### src/rtl/debounce_edge_detector_pkg.sv
// Shared types for the debounce / edge detector block.
// Holds the 2-bit FSM state encoding used by debounce_edge_detector.
package debounce_edge_detector_pkg;

    typedef enum logic [1:0] {
        IDLE_LOW     = 2'b00,
        CONFIRM_HIGH = 2'b01,
        IDLE_HIGH    = 2'b10,
        CONFIRM_LOW  = 2'b11
    } state_t;

endpackage

### src/rtl/synchronizer.sv
// Multi-flop synchronizer chain for an asynchronous single-bit level.
// Output is the last flop of a STAGES-deep shift chain.
module synchronizer #(
    parameter int STAGES = 2
) (
    input  logic clock,
    input  logic reset,
    input  logic d,
    output logic q
);

    logic [STAGES-1:0] chain;

    always_ff @(posedge clock) begin
        if (reset) begin
            chain <= '0;
        end else begin
            chain <= {chain[STAGES-2:0], d};
        end
    end

    assign q = chain[STAGES-1];

endmodule

### src/rtl/debounce_edge_detector.sv
// Debounced level plus one-cycle rising/falling pulses from a raw input.
// Optional rejected-glitch counter: DEBOUNCE_EDGE_DETECTOR_GLITCH_COUNT_EN.
module debounce_edge_detector
    import debounce_edge_detector_pkg::*;
#(
    parameter int SYNC_STAGES     = 2,
    parameter int DEBOUNCE_CYCLES = 4,
    parameter int COUNT_WIDTH     = 8
) (
    input  logic                   clock,
    input  logic                   reset,
    input  logic                   data_in,
    output logic                   stable,
    output logic                   rising,
    output logic                   falling,
    output logic [COUNT_WIDTH-1:0] glitch_count
);

    localparam int CW = $clog2(DEBOUNCE_CYCLES + 1);
    localparam logic [CW-1:0] TARGET = CW'(DEBOUNCE_CYCLES);
    localparam logic [CW-1:0] ONE    = CW'(1);

    logic          sample;
    state_t        state;
    logic [CW-1:0] cnt;

    synchronizer #(
        .STAGES(SYNC_STAGES)
    ) u_sync (
        .clock(clock),
        .reset(reset),
        .d    (data_in),
        .q    (sample)
    );

    always_ff @(posedge clock) begin
        if (reset) begin
            state   <= IDLE_LOW;
            cnt     <= '0;
            stable  <= 1'b0;
            rising  <= 1'b0;
            falling <= 1'b0;
        end else begin
            rising  <= 1'b0;
            falling <= 1'b0;
            unique case (state)
                IDLE_LOW: begin
                    if (sample) begin
                        if (DEBOUNCE_CYCLES == 1) begin
                            state  <= IDLE_HIGH;
                            stable <= 1'b1;
                            rising <= 1'b1;
                        end else begin
                            state <= CONFIRM_HIGH;
                            cnt   <= ONE;
                        end
                    end
                end
                CONFIRM_HIGH: begin
                    // A full run has been seen; accept at this edge.
                    if (cnt == TARGET) begin
                        state  <= IDLE_HIGH;
                        cnt    <= '0;
                        stable <= 1'b1;
                        rising <= 1'b1;
                    end else if (sample) begin
                        cnt <= cnt + ONE;
                    end else begin
                        state <= IDLE_LOW;
                        cnt   <= '0;
                    end
                end
                IDLE_HIGH: begin
                    if (!sample) begin
                        if (DEBOUNCE_CYCLES == 1) begin
                            state   <= IDLE_LOW;
                            stable  <= 1'b0;
                            falling <= 1'b1;
                        end else begin
                            state <= CONFIRM_LOW;
                            cnt   <= ONE;
                        end
                    end
                end
                CONFIRM_LOW: begin
                    if (cnt == TARGET) begin
                        state   <= IDLE_LOW;
                        cnt     <= '0;
                        stable  <= 1'b0;
                        falling <= 1'b1;
                    end else if (!sample) begin
                        cnt <= cnt + ONE;
                    end else begin
                        state <= IDLE_HIGH;
                        cnt   <= '0;
                    end
                end
            endcase
        end
    end

`ifdef DEBOUNCE_EDGE_DETECTOR_GLITCH_COUNT_EN
    logic                   reject;
    logic [COUNT_WIDTH-1:0] gcnt;

    assign reject = (cnt != TARGET) &&
                    (((state == CONFIRM_HIGH) && !sample) ||
                     ((state == CONFIRM_LOW) && sample));

    always_ff @(posedge clock) begin
        if (reset) begin
            gcnt <= '0;
        end else if (reject && (gcnt != '1)) begin
            gcnt <= gcnt + COUNT_WIDTH'(1);
        end
    end

    assign glitch_count = gcnt;
`else
    assign glitch_count = '0;
`endif

endmodule

### config.mk
export PLATFORM = sky130hd
export DESIGN_NAME = debounce_edge_detector
export DESIGN_NICKNAME = d
export VERILOG_FILES = /design/src/rtl/debounce_edge_detector_pkg.sv /design/src/rtl/synchronizer.sv /design/src/rtl/debounce_edge_detector.sv
export SDC_FILE = /design/constraint.sdc
export NUM_CORES = 1
export LEC_CHECK = 0
export CAP_MARGIN = 20
export CELL_PAD_IN_SITES_DETAIL_PLACEMENT = 1
export CELL_PAD_IN_SITES_GLOBAL_PLACEMENT = 2
export CORE_UTILIZATION = 24
export DETAILED_ROUTE_END_ITERATION = 10
export PLACE_DENSITY_LB_ADDON = 0.1
export RECOVER_POWER = 50
export SLEW_MARGIN = 20
export SYNTH_ARGS = -nofsm -noshare
export SYNTH_HDL_FRONTEND = slang
export SYNTH_SLANG_ARGS = --single-unit
### constraint.sdc
create_clock -name clock -period 1.9 [get_ports clock]
set_clock_uncertainty 0.2 [all_clocks]
set_input_delay 0.38 -clock clock [delete_from_list [all_inputs] [get_ports clock]]
set_output_delay 0.38 -clock clock [all_outputs]
set_load 0.01 [all_outputs]
### Word-level counts from Yosys, hierarchy flattened

Index checks and enable logic that the tools add are counted.

* bits in registers: 10
* input port bits: 3
* output and inout bits: 11

* $add $sub $neg: 1
* equal/unequal tests: 10
* mux-type cells: 18
* bitwise logic cells: 2
* reductions and logical operators: 7

Operator list (number)
* 3-bit 2-to-1 mux: 6
* 2-bit 2-to-1 mux: 6
* 3-bit one-hot mux with 4 select lines: 1
* 2-bit one-hot mux with 4 select lines: 1
* 2-bit != test (second input constant): 3
* 2-bit == test (second input constant): 2
* 4-bit AND reduction: 1
* 2-bit OR reduction: 2
* 3-bit by 1-bit adder with 3-bit output (second input constant): 1
* 3-bit == test (second input constant): 1
* 1-bit 2-to-1 mux: 3
* 3-bit by 2-bit != test with 1-bit output (second input constant): 1
* 3-bit != test (second input constant): 1
* 3-bit AND reduction: 1
* 2-bit by 1-bit == test with 1-bit output (second input constant): 1
* 2-bit zero test: 1
* 2-bit by 1-bit != test with 1-bit output (second input constant): 1
* 1-bit NOT: 2
* 1-bit one-hot mux with 2 select lines: 1
* 2-bit AND reduction: 1
* 2-bit nonzero test: 1

### Longest topological paths before layout

Gate-level depths: netlist of the first run.

* depth after elaboration: 4
* mapped depth: 5

### Modules after synthesis

From an unflattened synthesis of the first run, not the netlist that was laid out.

* cell total of the unflattened synthesis: 49
* area total of the unflattened synthesis: 462.9 um^2

By module, submodules not included
* debounce_edge_detector: instances 1, cells an instance 45, area each 410.4 um^2
* synchronizer: instances 1, cells an instance 4, area each 52.6 um^2

### Worst setup path before layout of the first run

Ideal clock, no wire load.

* kind: register to register
* from: register cnt[0]
* to: register state[1]
* arrival: 1.071 ns
* data required time: 1.629 ns
* path slack: 0.558 ns
* stages on the path, launching flop included: 6
* buffers on the path: 0
* cell sequence: dfxtp_1 > inv_1 > ha_1 > nand3_1 > or2_1 > a21oi_1

* longest elaborated chain between the ends: 3
* elaborated cells between the ends (all ways): 7
* classes of those cells: 3 x eq/ne; 3 x mux; 1 x reduce/logical

RTL lines
* start, declared: line debounce_edge_detector.sv:25 `logic [CW-1:0] cnt;`
* start signal, assigned: line debounce_edge_detector.sv:67 `cnt <= cnt + ONE;`
* start signal, assigned: line debounce_edge_detector.sv:92 `cnt <= cnt + ONE;`
* 3-bit == test *: line debounce_edge_detector.sv:61, debounce_edge_detector.sv:86
* 3-bit != test (no line) (tied with other cells)
* 4-bit AND reduction (no line) / 2-bit one-hot mux with 4 select lines (equally long branches)
* end signal, assigned: line debounce_edge_detector.sv:62 `state <= IDLE_HIGH;`
* end signal, assigned: line debounce_edge_detector.sv:69 `state <= IDLE_LOW;`
* end signal, assigned: line debounce_edge_detector.sv:87 `state <= IDLE_LOW;`
* end, declared: line debounce_edge_detector.sv:24 `state_t state;`

Every way passes the cells marked *; elsewhere a longest branch is shown, timed or not.
A chain may end at the register's enable or synchronous reset.

### Final worst setup path of the first run

* from: register stable
* to: output stable

RTL lines
* start, declared: line debounce_edge_detector.sv:13 `output logic stable,`
* start signal, assigned: line debounce_edge_detector.sv:40 `stable <= 1'b0;`
* start signal, assigned: line debounce_edge_detector.sv:51 `stable <= 1'b1;`
* start signal, assigned: line debounce_edge_detector.sv:64 `stable <= 1'b1;`

No word-level cell between the ends.

==> results of run 1 <==
==> worst min path at each step <==
stage,startpoint,end,slack (ns)
floorplan,u_sync.chain[0],u_sync.chain[1],0.21
detailed placement,u_sync.chain[0],u_sync.chain[1],0.23
finish,u_sync.chain[0],u_sync.chain[1],0.24
global placement,u_sync.chain[0],u_sync.chain[1],0.25
CTS,u_sync.chain[0],u_sync.chain[1],0.25
global route,u_sync.chain[0],u_sync.chain[1],0.27
==> kinds of logic (layout without fill, tap and decap cells) <==
| family | count (synthesis) | count (layout) |
|---|---|---|
| xor gates and xnor gates | 2 | 2 |
| buffers and inverters | 12 | 12 |
| other | 1 | 8 |
| and+or+nand+nor | 18 | 18 |
| DFF | 10 | 10 |
| AOI/OAI and AO/OA | 6 | 6 |
| adders and majority gates | 2 | 2 |
==> registers in the layout, indices dropped and copies added (netlist names) <==
| register | cells |
|---|---|
| falling | 1 |
| stable | 1 |
| state | 2 |
| cnt | 3 |
| rising | 1 |
| u_sync.chain | 2 |
==> cell usage after synthesis <==
master	instances	area (sq um)
dfxtp_1	10	200
buf_4	8	60.1
a21oi_1	4	20.0
nand2_1	4	15.0
inv_1	3	11.3
nand3_1	3	15.0
nor2_1	3	11.3
ha_1	2	25.0
nand4_1	2	12.5
nor2b_1	2	12.5
a31oi_1	1	6.26
clkbuf_1	1	3.75
conb_1	1	3.75
nand4b_1	1	8.76
nor3_1	1	5.00
nor3b_1	1	7.51
o22ai_1	1	6.26
or2_1	1	6.26
xnor2_1	1	8.76
xor2_2	1	16.3
==> cell type report <==
type | count | area [sq um]
Multi-Input combinational cell | 36 | 199
Timing Repair Buffer | 5 | 50.0
Clock buffer | 4 | 36.3
Tap cell | 25 | 31.3
Inverter | 3 | 11.3
Sequential cell | 10 | 200
Fill cell | 212 | 1220
==> worst register-to-register path, stage by stage (launching register included) <==
cell and delay, ns:
dfxtp_1 0.34, inv_1 0.06, ha_1 0.20, nand3_1 0.20, or2_1 0.29, a21oi_1 0.13
==> report_power, final <==
group / switching, mW / leakage [nW] / internal, mW
registers: 0.00272 / 0.0812 / 0.213
logic: 0.0166 / 0.100 / 0.00816
clock network: 0.0729 / 0.0210 / 0.116
==> metrics by stage <==
| step | cells | hold WS (ns) | worst slack [ns] | utilization (%) |
|---|---|---|---|---|
| after floorplan | 58 | 0.214 | 0.558 | - |
| after global placement | 79 | 0.247 | 0.402 | 28.6 |
| after detailed placement | 79 | 0.230 | 0.375 | 28.6 |
| after CTS | 83 | 0.250 | 0.166 | 30.7 |
| after global routing | 83 | 0.273 | 0.127 | 30.3 |
| final | 83 | 0.242 | 0.184 | 30.3 |
==> metal layers <==
layer | vias up | GRT usage, %
met5 | - | 0
met4 | 0 | 5.45
met3 | 2 | 5.95
met2 | 15 | 14.3
met1 | 152 | 11.2
li1 | 165 | -
==> results.cfg, run 1 <==
[status]
status = complete, no violations

[synthesis]
synth_top_family_by_area = simple AND/OR/NAND/NOR gates
synth_warnings = 0
synthDistinctLibCells = 20
synth_xor_area_share_pct = 5.49
postSynthAreaPerCell_sq_um = 8.93
synth-compound-area-share_pct = 7.14
synth_mux_area_share_pct = 0
synth_simple_gate_area_share_pct = 20.6
ys_seq_area_share_pct = 44.0
ys_ff_latch = 10
syn_area_sq_um = 455
synthAdderAreaFrac_pct = 5.49
syn_inst = 51

[sta]
max_freq_mhz = 583
rsz0062_at_grt = no
hold_violations = 0
drv_slew = 0
final.setup.tns_ns = 0
period_share_pct = 90.3
min_period_ns = 1.72
setup_viol = 0

[clocking]
cts_tree = built
hold_buffers = 0
ctsRootBufferMaster = clkbuf_4
htree_levels = 1
cts_buffer_depth = 2
insertion_delay_ns = 0.26
cts_resized = 0
clock_sinks = 10
clk_pin_slew_worst_paths_ns = 0.07
cts_post_setup_buffers_inserted = 0
cts_made_buffers = 3

[global_route]
grtUsageTotal_pct = 9.88
antenna_found_initial = 0
grt_max_degree = 11
overflow = 0
grt_pass1_wl_um = 1370
grt_pass1_vias = 323

[worst_setup_path]
crit_end = stable
cp_cell_sequence = clkdlybuf4s50_1
path_class = register to output pin
cp_slowest_cell = clkdlybuf4s50_1
cp.required_ns = 1.32
rrSetupSlack_ns = 0.42
critPathCaptureType = output pin
crit_start = stable
path_buf_inv = 1
path_max_fanout = 2
cp_slowest_stage_delay_ns = 0.53
timing.rr.end = state[1]
arrival_ns = 1.14
critPathLaunchType = register
cp_top_family = buffers and inverters
r2r-start = cnt[0]
reg2regPathDepth = 5
path_depth = 1

[drt]
wl_met1_um = 366
vias_per_cell = 4.02
routedWlPerCell_um = 9.60
route.met2.wl_um = 354
drt_iter0_drc = 2
drcViolationCount = 0
routed_wl_um = 797
dr_total_vias = 334
highest_layer = met4
final_antenna_net_count = 0
met3_length_um = 61
first_pass_iters = 4

[finish]
antennaDiodeCount = 0
num-nets-final = 64
layout_commonest_cell = dfxtp_1
final_cell_mix = dfxtp_1 (10), conb_1 (8), nand2_1 (4), a21oi_1 (4), clkdlybuf4s50_1 (4)
finish.instance_area_sq_um = 528
drive_gt1_share_pct = 6.90
syn2layout_area_growth_pct = 15.9

[pwr]
powerDensity_nw_per_um2 = 814
fin_total_pwr_mw = 0.430
leakagePower_nw = 0.202
peakVddDrop_mv = 0.276

[min_path]
hp-class = register to register
min_path_cells = 1

[floorplanning]
num_rows = 15
dieArea_sq_um = 2080
die_y_um = 45.6
start_util_pct = 26.1
io_pins = 14
die_w_um = 45.6
core_area_sq_um = 1750

[placed_design]
dpl_cell_area_sq_um = 499
gp_congestion = 0.672
port-buffer-count = 5
dp_hpwl_um = 618

[flow_run]
maxCapViolCount = 0
Note: power is estimated with default switching activity, not from simulation.
==> run 2, diff against run 1 <==
CORE_UTILIZATION = 32   (was 24)
DONT_BUFFER_PORTS = 1   (was default)
==> results.cfg, run 2 (synthesized netlist as in run 1, its figures left out) <==
[status]
status = complete, no violations

[floorplanning]
num_rows = 13
start_util_pct = 34.6
die_y_um = 39.7
dieArea_sq_um = 1580
io_pins = 14
core_area_sq_um = 1320
die_w_um = 39.7

[sta]
period_share_pct = 81.3
min_period_ns = 1.54
setup_ws_ns = 0.356
holdWs_ns = 0.0300
setup_viol = 0
hold_violations = 0
max_freq_mhz = 648
rsz0062_at_grt = no
drv_slew = 0
final.setup.tns_ns = 0

[drt]
first_pass_iters = 2
vias_per_cell = 4.72
routedWlPerCell_um = 13.2
drcViolationCount = 0
drt_iter0_drc = 4
dr_total_vias = 326
final_antenna_net_count = 0
routed_wl_um = 914

[worst_setup_path]
cp.required_ns = 1.89
r2r-start = cnt[0]
reg2regPathDepth = 5
timing.rr.end = stable
arrival_ns = 1.53
path_class = register to register
critPathLaunchType = register
path_max_fanout = 6
rrSetupSlack_ns = 0.36
critPathCaptureType = register

[clocking]
cts_made_buffers = 3
cts_tree = built
clk_pin_slew_worst_paths_ns = 0.07
ctsRootBufferMaster = clkbuf_4
clock_sinks = 10
cts_resized = 0
cts_buffer_depth = 2
htree_levels = 1
insertion_delay_ns = 0.27

[finish]
drive_gt1_share_pct = 7.41
largest_reg_flops = 3
reg.largest.list = cnt: 3 flops, state: 2 flops, u_sync.chain: 2 flops
syn2layout_area_growth_pct = 4.40
antennaDiodeCount = 0
largest-register = cnt
num-nets-final = 60
layout_commonest_cell = dfxtp_1
layoutNonFillerInstCount = 69
final_cell_mix = dfxtp_1 (10), conb_1 (8), nand2_1 (4), a21oi_1 (4)

[pwr]
peakVddDrop_mv = 0.421
fin_total_pwr_mw = 0.437
powerDensity_nw_per_um2 = 919
leakagePower_nw = 0.188

[global_route]
grtUsageTotal_pct = 14.5
grt_pass1_wl_um = 1350
overflow = 0
grt_pass1_vias = 328
grt_max_degree = 11
antenna_found_initial = 0

[min_path]
min_to = u_sync.chain[0]
hp-class = input port to register
min_path_cells = 1
worstHoldStart = data_in

[placed_design]
dp_cells = 64
dp_hpwl_um = 697
gp_congestion = 0.687
port-buffer-count = 0
place_ws_ns = 0.372

[flow_run]
maxCapViolCount = 0
==> run 2: changes by cell type in the layout (fill, tap and decap cells not counted), sizes merged <==
| cell | previous run | this run |
|---|---|---|
| clkdlybuf4s50 | 4 | 0 |
==> run 2: final cells by class <==
| cell class | count | area [sq um] |
|---|---|---|
| well taps | 15 | 18.8 |
| inverters | 3 | 11.3 |
| flip-flops and latches | 10 | 200 |
| multi-input cells | 36 | 199 |
| clock buffers | 4 | 36.3 |
| repair buffers | 1 | 10.0 |
| fillers | 157 | 842 |
==> run 2: how the worst max path moves through the flow <==
| stage | from | slack [ns] | endpoint | depth (start not counted) |
|---|---|---|---|---|
| 2_1_floorplan | cnt[0] | 0.56 | state[1] | 5 |
| 3_3_place_gp | cnt[0] | 0.49 | state[1] | 5 |
| 3_5_place_dp | cnt[0] | 0.37 | state[1] | 5 |
| 4_1_cts | cnt[1] | 0.36 | stable | 5 |
| 5_1_grt | cnt[1] | 0.24 | state[1] | 5 |
| 6_report | cnt[0] | 0.36 | stable | 5 |
==> run 2: power by group <==
part	internal (mW)	switching (mW)
registers	0.213	0.00305
logic	0.00637	0.0172
clock network	0.117	0.0805
==> run 2: worst max-delay path: stages (launching register included) <==
cell     delay (ns)
dfxtp_1        0.34
inv_1          0.07
ha_1           0.20
nand3_1        0.21
or2_1          0.29
a21oi_1        0.15
==> run 2: timing repair <==
item,CTS,global route
setup buffers,0,0
hold buffers,1,0
endpoints found under the hold margin,10,0
==> run 2: metrics by stage <==
step	instance area, sq um	util (%)
6_report	475	36.1
5_1_grt	475	36.1
4_1_cts	483	36.7
3_5_place_dp	437	33.1
3_3_place_gp	437	33.1
2_1_floorplan	482	-
==> run 2: per-layer routing <==
| layer | part of all wire (%) | wire length [um] | track usage (%) | vias up |
|---|---|---|---|---|
| li1 | - | - | - | 159 |
| met1 | 38 | 349 | 11.6 | 155 |
| met2 | 56 | 511 | 26.6 | 9 |
| met3 | 3.1 | 28 | 5.11 | 3 |
| met4 | 2.6 | 24 | 12.9 | 0 |
| met5 | 0 | 0 | 0 | - |
==> run 3, diff against run 2 <==
CORE_UTILIZATION = 29   (was 32)
clock period = 1.4 ns   (was 1.9 ns; I/O delays follow)
==> results.cfg, run 3 (synthesized netlist as in run 1, its figures left out) <==
[finish]
final_util_pct = 39.1
finish.instance_area_sq_um = 541
drive_gt1_share_pct = 26.7
syn2layout_area_growth_pct = 18.7
layoutNonFillerInstCount = 75
fillers = 155
final_cell_mix = conb_1 (8), dfxtp_1 (8), buf_4 (6), nand2_1 (4)
largest-register = cnt
reg.largest.list = cnt: 3 flops, state: 2 flops, u_sync.chain: 2 flops
num-nets-final = 67
multiInputGateArea_sq_um = 220
seq_area_sq_um = 203
antennaDiodeCount = 0
largest_reg_flops = 3

[worst_setup_path]
path_class = register to register
critPathLaunchType = register
crit_end = cnt[2]
timing.rr.end = cnt[2]
rrSetupSlack_ns = 0.05
crit_start = state[1]
cp.required_ns = 1.39
path_max_fanout = 6
r2r-start = state[1]
arrival_ns = 1.33
critPathCaptureType = register
reg2regPathDepth = 3

[drt]
dr_total_vias = 349
vias_per_cell = 4.65
first_pass_iters = 2
routedWlPerCell_um = 12.3
final_antenna_net_count = 0
drt_iter0_drc = 2
routed_wl_um = 922
drcViolationCount = 0

[placed_design]
dpl_cell_area_sq_um = 459
port-buffer-count = 0
dp_hpwl_um = 675
dp_cells = 67
gp_congestion = 0.744

[clocking]
cts_buffer_depth = 2
ctsRootBufferMaster = clkbuf_4
cts_made_buffers = 3
cts_tree = built
htree_levels = 1
clk_pin_slew_worst_paths_ns = 0.06
clock_sinks = 10
insertion_delay_ns = 0.26

[pwr]
p_sw_share_pct = 22.8
fin_total_pwr_mw = 0.527
leakagePower_nw = 0.216
combPwrFrac_pct = 8.2
seq_power_share_pct = 55.8
power.share.clock_pct = 36.0
peakVddDrop_mv = 0.407
intPower_mw = 0.406
powerDensity_nw_per_um2 = 974
switchingPower_mw = 0.120

[floorplanning]
die_w_um = 41.6
die_y_um = 41.6
start_util_pct = 32.9
num_rows = 13
core_area_sq_um = 1380
io_pins = 14
dieArea_sq_um = 1730

[sta]
final.setup.tns_ns = 0
setup_viol = 0
drv_slew = 0
period_share_pct = 96.2
min_period_ns = 1.35
hold_violations = 0
max_freq_mhz = 743

[global_route]
grt_pass1_vias = 366
grt_max_degree = 11
antenna_found_initial = 0
grt_pass1_wl_um = 1550
overflow = 0
grtUsageTotal_pct = 11.8

[min_path]
hp-class = register to register
min_path_cells = 1

[status]
status = complete, no violations

[flow_run]
maxCapViolCount = 0
## run 3: what timing repair did
action                                  in CTS  in global routing
hold buffers                                 2                  0
endpoints found under the hold margin       10                  0
gates resized for setup                      0                  6
buffers inserted                             0                  3
endpoints found under the setup margin       0                  5
## run 3: worst min path at each step
stage / from / endpoint / slack [ns]
2_1_floorplan: data_in / u_sync.chain[0] / 0.21
3_3_place_gp: reset / state[1] / 0.15
3_5_place_dp: reset / cnt[1] / 0.15
4_1_cts: u_sync.chain[0] / u_sync.chain[1] / 0.25
5_1_grt: u_sync.chain[0] / u_sync.chain[1] / 0.26
6_report: u_sync.chain[0] / u_sync.chain[1] / 0.25
## run 3: critical path, stage by stage (launching register included)
cell and delay [ns]:
dfxtp_1 0.47, xor2_2 0.28, nand4b_1 0.15, a31oi_1 0.18
## run 3: final cells by class
cell class | count | share of cell area (%)
clock buffers | 3 | 4.17
flip-flops and latches | 10 | 37.5
inverters | 3 | 2.08
repair buffers | 8 | 12.0
well taps | 15 | 3.47
multi-input cells | 36 | 40.7
## run 3: per-layer routing
metal	wire (um)	share of wire [%]	global-route usage, %
met4	16	1.7	7.74
met1	381	41	12.6
met5	0	0	0
met2	490	53	19.4
met3	33	3.6	4.35
## run 3: power by group through the flow
stage          clock [mW]  sequential [mW]  combinational [mW]
3_5_place_dp            0            0.300              0.0301
6_report            0.190            0.294              0.0434
4_1_cts             0.201            0.293              0.0384
3_3_place_gp            0            0.299              0.0299
2_1_floorplan           0            0.299              0.0419
5_1_grt             0.220            0.294              0.0487
## run 3: stage by stage
stage | hold WS, ns | setup slack [ns]
5_1_grt | 0.262 | -0.00824
3_5_place_dp | 0.152 | 0.0151
4_1_cts | 0.253 | 0.00193
6_report | 0.247 | 0.0537
2_1_floorplan | 0.208 | 0.0582
3_3_place_gp | 0.151 | 0.0715
